==> src/rtl/calc_pkg.sv <==
// rtl/calc_pkg.sv - shared types, flag indices and command priority encoder for rpn_stack_calc
package calc_pkg;

  typedef enum logic [1:0] {
    ST_IDLE = 2'd0,
    ST_MUL  = 2'd1,
    ST_DIV  = 2'd2,
    ST_DONE = 2'd3
  } state_e;

  typedef enum logic [2:0] {
    OP_NOP,
    OP_ENTER,
    OP_DROP,
    OP_ADD,
    OP_SUB,
    OP_MUL,
    OP_DIV
  } op_e;

  localparam int FLAG_OVF  = 0;
  localparam int FLAG_DBZ  = 1;
  localparam int FLAG_UNF  = 2;
  localparam int NUM_FLAGS = 3;

  localparam int BTN_ENTER = 0;
  localparam int BTN_DROP  = 1;
  localparam int BTN_ADD   = 2;
  localparam int BTN_SUB   = 3;
  localparam int BTN_MUL   = 4;
  localparam int BTN_DIV   = 5;
  localparam int NUM_BTNS  = 6;

  // Lowest button index wins when several edges land in the same cycle.
  function automatic op_e prio_encode(input logic [NUM_BTNS-1:0] rise);
    if (rise[BTN_ENTER])     return OP_ENTER;
    else if (rise[BTN_DROP]) return OP_DROP;
    else if (rise[BTN_ADD])  return OP_ADD;
    else if (rise[BTN_SUB])  return OP_SUB;
    else if (rise[BTN_MUL])  return OP_MUL;
    else if (rise[BTN_DIV])  return OP_DIV;
    else                     return OP_NOP;
  endfunction

endpackage

==> src/rtl/rpn_stack_calc_if.sv <==
// rtl/rpn_stack_calc_if.sv - button/operand inputs and display-side outputs of rpn_stack_calc
interface rpn_stack_calc_if #(
  parameter int W     = 11,
  parameter int DEPTH = 4
);
  logic                         Enter;
  logic                         Drop;
  logic                         Add;
  logic                         Subtract;
  logic                         Multiply;
  logic                         Divide;
  logic [W-1:0]                 NumberSM;
  logic [W-1:0]                 Result;
  logic                         Busy;
  logic                         Overflow;
  logic                         DivByZero;
  logic                         Underflow;
  logic [$clog2(DEPTH+1)-1:0]   Depth;
  logic                         StackFull;
  logic [1:0]                   State;

  modport master (
    output Enter, Drop, Add, Subtract, Multiply, Divide, NumberSM,
    input  Result, Busy, Overflow, DivByZero, Underflow, Depth, StackFull, State
  );

  modport slave (
    input  Enter, Drop, Add, Subtract, Multiply, Divide, NumberSM,
    output Result, Busy, Overflow, DivByZero, Underflow, Depth, StackFull, State
  );
endinterface

==> src/rtl/seq_muldiv.sv <==
// rtl/seq_muldiv.sv - W-cycle shift-add multiplier / restoring divider on magnitudes with sign fix-up
module seq_muldiv #(
  parameter int W = 11
) (
  input  logic                clk,
  input  logic                rst,
  input  logic                start_i,
  input  logic                is_div_i,
  input  logic signed [W-1:0] a_i,
  input  logic signed [W-1:0] b_i,
  output logic                last_o,
  output logic signed [W-1:0] result_o,
  output logic                ovf_o
);
  localparam int CW = $clog2(W);
  localparam logic [CW-1:0]    LAST    = CW'(W - 1);
  localparam logic [2*W-1:0]   POS_MAX = (2*W)'((64'd1 << (W - 1)) - 64'd1);
  localparam logic [2*W-1:0]   NEG_MAX = POS_MAX + 1'b1;

  logic          run_q, run_d;
  logic          div_q, div_d;
  logic          neg_q, neg_d;
  logic [CW-1:0] cnt_q, cnt_d;
  logic [W-1:0]  b_q, b_d;
  logic [W:0]    hi_q, hi_d;
  logic [W-1:0]  lo_q, lo_d;
  logic [W:0]    sum, trial;
  logic [2*W-1:0] mag;
  logic [W-1:0]  mag_lo;

  function automatic logic [W-1:0] mag_of(input logic [W-1:0] v);
    return v[W-1] ? (~v + 1'b1) : v;
  endfunction

  // hi/lo hold {accumulator, multiplier} for MUL and {remainder, dividend/quotient} for DIV.
  always_comb begin
    run_d = run_q;
    div_d = div_q;
    neg_d = neg_q;
    cnt_d = cnt_q;
    b_d   = b_q;
    hi_d  = hi_q;
    lo_d  = lo_q;
    sum   = hi_q + (lo_q[0] ? {1'b0, b_q} : '0);
    trial = {hi_q[W-1:0], lo_q[W-1]};
    if (start_i) begin
      run_d = 1'b1;
      div_d = is_div_i;
      neg_d = a_i[W-1] ^ b_i[W-1];
      cnt_d = '0;
      b_d   = mag_of(b_i);
      hi_d  = '0;
      lo_d  = mag_of(a_i);
    end else if (run_q) begin
      cnt_d = cnt_q + 1'b1;
      run_d = (cnt_q != LAST);
      if (div_q) begin
        if (trial >= {1'b0, b_q}) begin
          hi_d = trial - {1'b0, b_q};
          lo_d = {lo_q[W-2:0], 1'b1};
        end else begin
          hi_d = trial;
          lo_d = {lo_q[W-2:0], 1'b0};
        end
      end else begin
        hi_d = {1'b0, sum[W:1]};
        lo_d = {sum[0], lo_q[W-1:1]};
      end
    end
  end

  always_ff @(posedge clk or posedge rst) begin
    if (rst) begin
      run_q <= 1'b0;
      div_q <= 1'b0;
      neg_q <= 1'b0;
      cnt_q <= '0;
      b_q   <= '0;
      hi_q  <= '0;
      lo_q  <= '0;
    end else begin
      run_q <= run_d;
      div_q <= div_d;
      neg_q <= neg_d;
      cnt_q <= cnt_d;
      b_q   <= b_d;
      hi_q  <= hi_d;
      lo_q  <= lo_d;
    end
  end

  assign last_o   = run_q && (cnt_q == LAST);
  assign mag      = div_q ? {{W{1'b0}}, lo_q} : {hi_q[W-1:0], lo_q};
  assign mag_lo   = mag[W-1:0];
  assign ovf_o    = mag > (neg_q ? NEG_MAX : POS_MAX);
  assign result_o = neg_q ? (~mag_lo + 1'b1) : mag_lo;

endmodule

==> src/rtl/rpn_stack_calc.sv <==
// rpn_stack_calc - signed RPN calculator: edge-detected buttons, DEPTH-entry TC stack, iterative mul/div
module rpn_stack_calc
  import calc_pkg::*;
#(
  parameter int W     = 11,
  parameter int DEPTH = 4
) (
  input logic            Clock,
  input logic            Clear,
  rpn_stack_calc_if.slave io
);
  localparam int DW = $clog2(DEPTH + 1);
  localparam logic [DW-1:0] FULL = DW'(DEPTH);

  state_e               state_q, state_d;
  logic [W-1:0]         stack_q [DEPTH];
  logic [W-1:0]         stack_d [DEPTH];
  logic [DW-1:0]        depth_q, depth_d;
  logic [NUM_FLAGS-1:0] flags_q, flags_d;
  logic [NUM_BTNS-1:0]  btn_q, btn_d;
  op_e                  op;
  logic [W-1:0]         num_tc, nos, tos, md_result;
  logic [W:0]           alu;
  logic                 alu_ovf, md_start, md_last, md_ovf;

  // History follows the buttons even while busy so a press during an op never fires late.
  assign btn_d  = {io.Divide, io.Multiply, io.Subtract, io.Add, io.Drop, io.Enter};
  assign op     = (state_q == ST_IDLE) ? prio_encode(btn_d & ~btn_q) : OP_NOP;
  assign num_tc = io.NumberSM[W-1] ? (~{1'b0, io.NumberSM[W-2:0]} + 1'b1)
                                   : {1'b0, io.NumberSM[W-2:0]};
  assign nos     = stack_q[1];
  assign tos     = stack_q[0];
  assign alu     = (op == OP_SUB) ? ({nos[W-1], nos} - {tos[W-1], tos})
                                  : ({nos[W-1], nos} + {tos[W-1], tos});
  assign alu_ovf = alu[W] ^ alu[W-1];

  seq_muldiv #(.W(W)) u_muldiv (
    .clk      (Clock),
    .rst      (Clear),
    .start_i  (md_start),
    .is_div_i (op == OP_DIV),
    .a_i      (nos),
    .b_i      (tos),
    .last_o   (md_last),
    .result_o (md_result),
    .ovf_o    (md_ovf)
  );

  always_comb begin
    state_d  = state_q;
    stack_d  = stack_q;
    depth_d  = depth_q;
    flags_d  = flags_q;
    md_start = 1'b0;
    case (state_q)
      ST_IDLE: begin
        case (op)
          OP_ENTER: begin
            stack_d[0] = num_tc;
            for (int i = 1; i < DEPTH; i++) stack_d[i] = stack_q[i-1];
            if (depth_q != FULL) depth_d = depth_q + 1'b1;
          end
          OP_DROP: begin
            if (depth_q != '0) begin
              for (int i = 0; i < DEPTH - 1; i++) stack_d[i] = stack_q[i+1];
              stack_d[DEPTH-1] = '0;
              depth_d = depth_q - 1'b1;
            end
          end
          OP_ADD, OP_SUB, OP_MUL, OP_DIV: begin
            flags_d = '0;
            if (depth_q < DW'(2)) begin
              flags_d[FLAG_UNF] = 1'b1;
            end else if (op == OP_DIV && tos == '0) begin
              flags_d[FLAG_DBZ] = 1'b1;
            end else if (op == OP_MUL || op == OP_DIV) begin
              flags_d  = flags_q;
              md_start = 1'b1;
              state_d  = (op == OP_MUL) ? ST_MUL : ST_DIV;
            end else if (alu_ovf) begin
              flags_d[FLAG_OVF] = 1'b1;
            end else begin
              stack_d[0] = alu[W-1:0];
              for (int i = 1; i < DEPTH - 1; i++) stack_d[i] = stack_q[i+1];
              stack_d[DEPTH-1] = '0;
              depth_d = depth_q - 1'b1;
            end
          end
          default: ;
        endcase
      end
      ST_MUL, ST_DIV: begin
        if (md_last) state_d = ST_DONE;
      end
      ST_DONE: begin
        state_d = ST_IDLE;
        flags_d = '0;
        if (md_ovf) begin
          flags_d[FLAG_OVF] = 1'b1;
        end else begin
          stack_d[0] = md_result;
          for (int i = 1; i < DEPTH - 1; i++) stack_d[i] = stack_q[i+1];
          stack_d[DEPTH-1] = '0;
          depth_d = depth_q - 1'b1;
        end
      end
      default: state_d = ST_IDLE;
    endcase
  end

  always_ff @(posedge Clock or posedge Clear) begin
    if (Clear) begin
      state_q <= ST_IDLE;
      for (int i = 0; i < DEPTH; i++) stack_q[i] <= '0;
      depth_q <= '0;
      flags_q <= '0;
      btn_q   <= '0;
    end else begin
      state_q <= state_d;
      stack_q <= stack_d;
      depth_q <= depth_d;
      flags_q <= flags_d;
      btn_q   <= btn_d;
    end
  end

  // Entries at or below Depth are kept zero, so TOS reads 0 on an empty stack.
  assign io.Result    = stack_q[0];
  assign io.Busy      = (state_q != ST_IDLE);
  assign io.Overflow  = flags_q[FLAG_OVF];
  assign io.DivByZero = flags_q[FLAG_DBZ];
  assign io.Underflow = flags_q[FLAG_UNF];
  assign io.Depth     = depth_q;
  assign io.StackFull = (depth_q == FULL);
  assign io.State     = state_q;

endmodule

==> src/flat_wrapper.sv <==
// flat-port wrapper written by rule: the top's interface ports become plain ports
module rpn_stack_calc_flat import calc_pkg::*;
#(
  parameter int W     = 11,
  parameter int DEPTH = 4
)
  (Clock, Clear, io_Enter, io_Drop, io_Add, io_Subtract, io_Multiply, io_Divide, io_NumberSM, io_Result, io_Busy, io_Overflow, io_DivByZero, io_Underflow, io_Depth, io_StackFull, io_State);
  rpn_stack_calc_if #(.W(W), .DEPTH(DEPTH)) io_i ();
  input logic Clock;
  input logic Clear;
  input wire logic [$bits(io_i.Enter)-1:0] io_Enter;
  input wire logic [$bits(io_i.Drop)-1:0] io_Drop;
  input wire logic [$bits(io_i.Add)-1:0] io_Add;
  input wire logic [$bits(io_i.Subtract)-1:0] io_Subtract;
  input wire logic [$bits(io_i.Multiply)-1:0] io_Multiply;
  input wire logic [$bits(io_i.Divide)-1:0] io_Divide;
  input wire logic [$bits(io_i.NumberSM)-1:0] io_NumberSM;
  output wire logic [$bits(io_i.Result)-1:0] io_Result;
  output wire logic [$bits(io_i.Busy)-1:0] io_Busy;
  output wire logic [$bits(io_i.Overflow)-1:0] io_Overflow;
  output wire logic [$bits(io_i.DivByZero)-1:0] io_DivByZero;
  output wire logic [$bits(io_i.Underflow)-1:0] io_Underflow;
  output wire logic [$bits(io_i.Depth)-1:0] io_Depth;
  output wire logic [$bits(io_i.StackFull)-1:0] io_StackFull;
  output wire logic [$bits(io_i.State)-1:0] io_State;
  assign io_i.Enter = io_Enter;
  assign io_i.Drop = io_Drop;
  assign io_i.Add = io_Add;
  assign io_i.Subtract = io_Subtract;
  assign io_i.Multiply = io_Multiply;
  assign io_i.Divide = io_Divide;
  assign io_i.NumberSM = io_NumberSM;
  assign io_Result = io_i.Result;
  assign io_Busy = io_i.Busy;
  assign io_Overflow = io_i.Overflow;
  assign io_DivByZero = io_i.DivByZero;
  assign io_Underflow = io_i.Underflow;
  assign io_Depth = io_i.Depth;
  assign io_StackFull = io_i.StackFull;
  assign io_State = io_i.State;
  rpn_stack_calc #(.W(W), .DEPTH(DEPTH)) u_core (.Clock(Clock), .Clear(Clear), .io(io_i));
endmodule
==> config.mk <==
export PLATFORM = sky130hd
export DESIGN_NAME = rpn_stack_calc_flat
export DESIGN_NICKNAME = d
export VERILOG_FILES = /design/src/rtl/calc_pkg.sv /design/src/rtl/rpn_stack_calc_if.sv /design/src/rtl/seq_muldiv.sv /design/src/rtl/rpn_stack_calc.sv /design/src/flat_wrapper.sv
export SDC_FILE = /design/constraint.sdc
export NUM_CORES = 1
export LEC_CHECK = 0
export BUFFER_PORTS_ARGS = -buffer_cell sky130_fd_sc_hd__buf_2
export CORE_MARGIN = 3
export CORE_UTILIZATION = 55
export DETAILED_ROUTE_END_ITERATION = 6
export GPL_TIMING_DRIVEN = 1
export PLACE_DENSITY = 0.77
export SYNTH_ARGS = -nofsm -noshare
export SYNTH_HDL_FRONTEND = slang
export SYNTH_SLANG_ARGS = --single-unit
==> constraint.sdc <==
create_clock -name Clock -period 4.87 [get_ports Clock]
set_input_delay 0.487 -clock Clock [delete_from_list [all_inputs] [get_ports Clock]]
set_output_delay 0.487 -clock Clock [all_outputs]
set_load 0.01 [all_outputs]
Yosys cells after proc, flatten, opt, wreduce, memory -nomap -nowiden. Index checks and enable logic that the tools add are counted.

Bitwise gates (word level): 8. Equal/unequal tests: 27. $lt $le $gt $ge: 3. Reduce and logical (&&, ||, !) cells: 15. Add/subtract/negate cells: 11. Muxes and demuxes: 67.

Operator list (number): 44-bit two-way mux (6); 44-bit case mux with 3 select lines (1); 11-bit two-way mux (9); 44-bit case mux with 2 select lines (1); 12-bit two-way mux (5); 3-bit two-way mux (15); 11-bit by 1-bit adder with 11-bit output (second input constant) (4); 11-bit inverter (3); 22-bit by 11-bit greater-than comparator with 1-bit output (1); 22-bit two-way mux (1); 3-bit != test (second input constant) (7); 2-bit two-way mux (8); 1-bit two-way mux (15); 11-bit by 11-bit adder with 12-bit output (1); 12-bit adder (1); 3-bit equality test (second input constant) (4); 12-bit by 11-bit greater-or-equal comparator with 1-bit output (1); 4-bit != test (second input constant) (3); 3-bit case mux with 2 select lines (2); 11-bit by 11-bit subtractor with 12-bit output (1); 12-bit by 11-bit subtractor with 12-bit output (1); 11-bit zero test (1); 10-bit inverter with 11-bit output (1); 2-bit != test (second input constant) (5); other kinds (27) (34).

Bits in registers: 99. Output and inout port bits: 21. Input bits: 19.

Logic depth before layout (Yosys ltp).
Word-level depth: 18. Gate-level depth with buffers: 19. Depth with buffers taken out: 17.

Modules after synthesis. From an unflattened synthesis, not the netlist that was laid out.

Cell total of the unflattened synthesis: 940. Area, all modules: 8249.2 um^2.

Modules (own cells, without submodules): rpn_stack_calc (seq. area each 1451.4 um^2, instances 1, area an instance 4282.9 um^2, cells each 446); seq_muldiv (seq. area each 1026.0 um^2, instances 1, area an instance 3966.3 um^2, cells each 494).

Worst setup path before layout. OpenSTA, ideal clock, no wires.

Kind: reg2reg. Start point: register u_core.stack_q (netlist bit u_core.io.Result[0]). End point: register u_core.stack_q (netlist bit u_core.io.Result[4]). Clock period less this slack: 4524 ps. Arrival time: 4397 ps. Cell stages (with the launch flop): 20. Library setup time: 128 ps. Path slack: 346 ps. Data required time: 4742 ps. Path buffers: 2. Cells stage by stage: dfrtp_1 > inv_1 > ha_1 > or3b_1 > or3_4 > nor3b_2 > ha_1 > nand2_1 > o21ai_0 > ha_1 > inv_1 > nor4_1 > a2111oi_0 > nand2_1 > xnor2_2 > mux2i_4 > and2_1 > buf_4 > buf_6 > mux2_1.

Word-level cells in the longest chain between the ends: 8.

RTL lines: from (decl) (RTL line rpn_stack_calc.sv:16) `logic [W-1:0] stack_q [DEPTH];`; from (signal assigned) (RTL line rpn_stack_calc.sv:120) `stack_q <= stack_d;`; 11-bit by 11-bit adder with 12-bit output / 11-bit by 11-bit subtractor with 12-bit output (equally long branches) (RTL line rpn_stack_calc.sv:34, rpn_stack_calc.sv:33); 12-bit two-way mux (RTL line rpn_stack_calc.sv:33) `assign alu = (op == OP_SUB) ? ({nos[W-1], nos} - {tos[W-1], tos})`; 44-bit two-way mux (RTL line rpn_stack_calc.sv:80) `end else if (alu_ovf) begin`; 44-bit two-way mux (RTL line rpn_stack_calc.sv:76) `end else if (op == OP_MUL || op == OP_DIV) begin`; 44-bit two-way mux (RTL line rpn_stack_calc.sv:74) `end else if (op == OP_DIV && tos == '0) begin`; 44-bit two-way mux (RTL line rpn_stack_calc.sv:72) `if (depth_q < DW'(2)) begin`; 44-bit case mux with 3 select lines (RTL line rpn_stack_calc.sv:57) `case (op)`; 44-bit case mux with 2 select lines (RTL line rpn_stack_calc.sv:55) `case (state_q)`.

Several ways; a longest one is shown, not always the timed one. The select of a mux whose other input is x is not followed. A chain may end at the register's enable or synchronous reset.

Worst setup path after layout.
Start point: register u_core.stack_q (netlist bit u_core.io.Result[1]). End point: register u_core.stack_q (netlist bit u_core.io.Result[7]).

The elaborated chain is that of the path after synthesis.

==> impl_metrics.tcl <==
set metrics [dict create \
    status "finished, final reports clean" \
    period_needed_ps 4610 \
    synth-main-ff-cell "dfrtp_1" \
    first_pass_iters 5 \
    r2r_end "u_core.io.Result[7]" \
    grt_max_degree 52 \
    path_class "flop to flop" \
    ant_nets 0 \
    netlist_area_um2 7820 \
    yosys_warnings 0 \
    die-area_um2 15700 \
    synthDistinctLibCells 65 \
    slew_headroom_pct 31.3 \
    crit_arrival_ps 4860 \
    route.detailed.drc 0 \
    grt_usage_pct 25.3 \
    routed_wl_mm 19.6 \
    async_flop_share_pct 100 \
    reg2reg_depth 18 \
    hpwl_mm 14.0 \
    synthCells 910 \
    worstPathMaxFanout 22 \
    holdCritPathClass "primary input to asynchronous set/reset pin" \
    multiInputGateArea_um2 4930 \
    clk_pin_slew_ps 80 \
    nNetsFinal 1003 \
    cp.required_ps 5120 \
    fmax_mhz 217 \
    grt_pass1_wl_mm 32.7 \
    diodes 0 \
    gp_congestion 0.918 \
    filler_cell_count 1183 \
    tns_ps 0 \
    worst-slew-pin-transition_ps 1030 \
    initial_core_util_pct 57.7 \
    ys_ff_latch 99 \
    cts_buffers 9 \
    hold_viol_final 0 \
    cts-root-buf "clkbuf_16" \
    r2r-start "u_core.io.Result[1]" \
    clk_latency_ps 370 \
    antenna_found_initial 0 \
    rrSetupSlack_ps 260 \
    cts_tree "yes" \
    synth-edff-count 0 \
    port_buffers 39 \
    hold_buffers 0 \
    placedCellCount 1088 \
    die_h_um 125 \
    ff_latch_area_um2 2480 \
    max_cap_violations 0 \
    fin_crit_sh_pct 94.6 \
    synth.net_count 988 \
    area_growth_pct 8.77 \
    vias 6812 \
    avgViaCountPerCell 6.16 \
    core-area_um2 13600 \
    clock-sinks 99 \
    die_w_um 125 \
    final-max-slew-violation-count 0 \
    drt_iter0_markers 541 \
    drive_gt1_share_pct 12.4 \
    grt_pass1_vias 6428 \
    startpoint_type "flop" \
    seq_area_frac_synth_pct 31.7 \
    wl_per_cell_um 17.7 \
    grt_setup_unrepaired "no" \
    skew_ps 11.2 \
    setup_viol 0 \
    fin_cells 1106 \
    crit_path_end_kind "flop" \
    num_io_pins 40 \
    grt_remaining_overflow 0 \
    htree_levels 3 \
    clockBufferDepth 2 \
    syn-mean-instance-area_um2 8.59 \
    rows 42 \
]
state kept, by name, indices dropped and copies added (netlist names), 4 cells and up:
signal                 flops
u_core.stack_q            22
u_core.u_muldiv.cnt_q      4
u_core.u_muldiv.b_q       11
u_core.io.Result          11
u_core.nos                11
u_core.btn_q               6
u_core.u_muldiv.hi_q      12
u_core.u_muldiv.lo_q      11
worst max-delay path, stage by stage, from the launching register on:
cell and delay [ps]:
dfrtp_1 390, inv_1 110, ha_1 190, or3b_1 390, or3_4 390, nor3b_4 210
ha_1 250, nand2_1 50, o21ai_0 90, ha_1 360, inv_1 120, and3_1 190
a2111oi_4 330, nand2_1 140, xnor2_2 250, mux2i_4 290, and2_4 220, buf_12 180
mux2_2 350
worst max-delay path by stage:
| stage | cells past startpoint | endpoint | slack (ps) | from |
|---|---|---|---|---|
| after CTS | 18 | u_core.io.Result[5] | 100 | u_core.io.Result[1] |
| after global routing | 18 | u_core.io.Result[9] | 2 | u_core.io.Result[1] |
| after detailed placement | 18 | u_core.io.Result[5] | 110 | u_core.io.Result[1] |
| final | 18 | u_core.io.Result[7] | 260 | u_core.io.Result[1] |
| after global placement | 18 | u_core.io.Result[6] | 220 | u_core.io.Result[1] |
| after floorplan | 19 | u_core.io.Result[4] | 350 | u_core.io.Result[0] |
cell type report:
| class | count | area share, % |
|---|---|---|
| Multi-Input combinational cell | 708 | 58.0 |
| Inverter | 41 | 1.84 |
| Clock inverter | 7 | 0.780 |
| Sequential cell | 99 | 29.1 |
| Clock buffer | 9 | 2.65 |
| Timing Repair Buffer | 66 | 5.03 |
| Tap cell | 176 | 2.59 |
synth_stat cells (all sizes together), types with 4 or more instances:
| library cell | number | share of area, % |
|---|---|---|
| mux2i | 52 | 7.0 |
| xnor2 | 36 | 4.1 |
| or4 | 6 | 0.58 |
| nor3 | 22 | 1.5 |
| nor2b | 7 | 0.56 |
| clkbuf | 41 | 2.0 |
| o21a | 5 | 0.48 |
| nor4 | 6 | 0.56 |
| xor2 | 37 | 4.2 |
| inv | 41 | 2.0 |
| buf | 21 | 1.8 |
| ha | 56 | 9.0 |
| a22oi | 5 | 0.48 |
| nand2 | 93 | 4.5 |
| o21ai | 90 | 5.8 |
| a211oi | 9 | 0.86 |
| mux2 | 12 | 1.7 |
| a21o | 6 | 0.58 |
| a21oi | 41 | 2.6 |
| o211ai | 17 | 1.6 |
| nor2 | 61 | 2.9 |
| nand3 | 44 | 2.8 |
| o41ai | 7 | 0.78 |
| dfrtp | 99 | 32 |
| o31ai | 13 | 1.3 |
| a2111oi | 4 | 0.45 |
| or3 | 10 | 0.86 |
| o22ai | 4 | 0.32 |
| nand4 | 6 | 0.48 |
| nand2b | 14 | 1.1 |
| and2 | 4 | 0.32 |
| a31o | 7 | 0.78 |
through the flow:
step	setup slack, ps	cell area [um^2]	utilization [%]	hold slack, ps
after global routing	1.58	8500	62.7	232
after floorplan	346	7820	-	450
final	263	8500	62.7	196
after CTS	105	8440	62.3	224
after detailed placement	114	8150	60.1	459
after global placement	221	8150	60.1	454
cells by family (layout without fill, tap and decap cells):
family	Yosys count	count (layout)	synth area share (%)
simple gates	285	285	17.5
compound gates	227	227	18.3
buf+inv	103	123	5.70
flops	99	99	31.7
xor+xnor	73	73	8.37
mux	64	64	8.71
fa+ha+maj	59	59	9.73
per-layer routing:
layer / vias up / routed length (um) / global-route usage [%]
met3: 31 / 1310 / 4.56
met1: 3276 / 8810 / 35.7
met5: - / 0 / 0
li1: 3285 / - / -
met2: 220 / 9090 / 39.5
met4: 0 / 350 / 8.61
layout by cell type, fill, tap and decap left out, types with 7 or more instances in the layout:
cell type / n
nand3_1: 44
nor2b_1: 7
o21ai_0: 89
o31ai_1: 12
a31o_2: 7
nand2_1: 92
xor2_1: 36
nor3_1: 21
a21oi_1: 41
nand2b_1: 14
or3_1: 9
mux2_2: 9
buf_4: 25
ha_1: 56
o41ai_1: 7
o211ai_1: 17
dfrtp_1: 99
buf_2: 39
a211oi_1: 9
nor2_1: 60
inv_1: 40
mux2i_1: 50
xnor2_1: 35
clkbuf_16: 10
repair_timing:
item                       CTS  global route
setup endpoints to repair    0            44
setup buffers                0             1
resized for setup            0             6
Power is not shown: default switching activity piles up to over one toggle a cycle in this logic, so the estimate is an artifact.
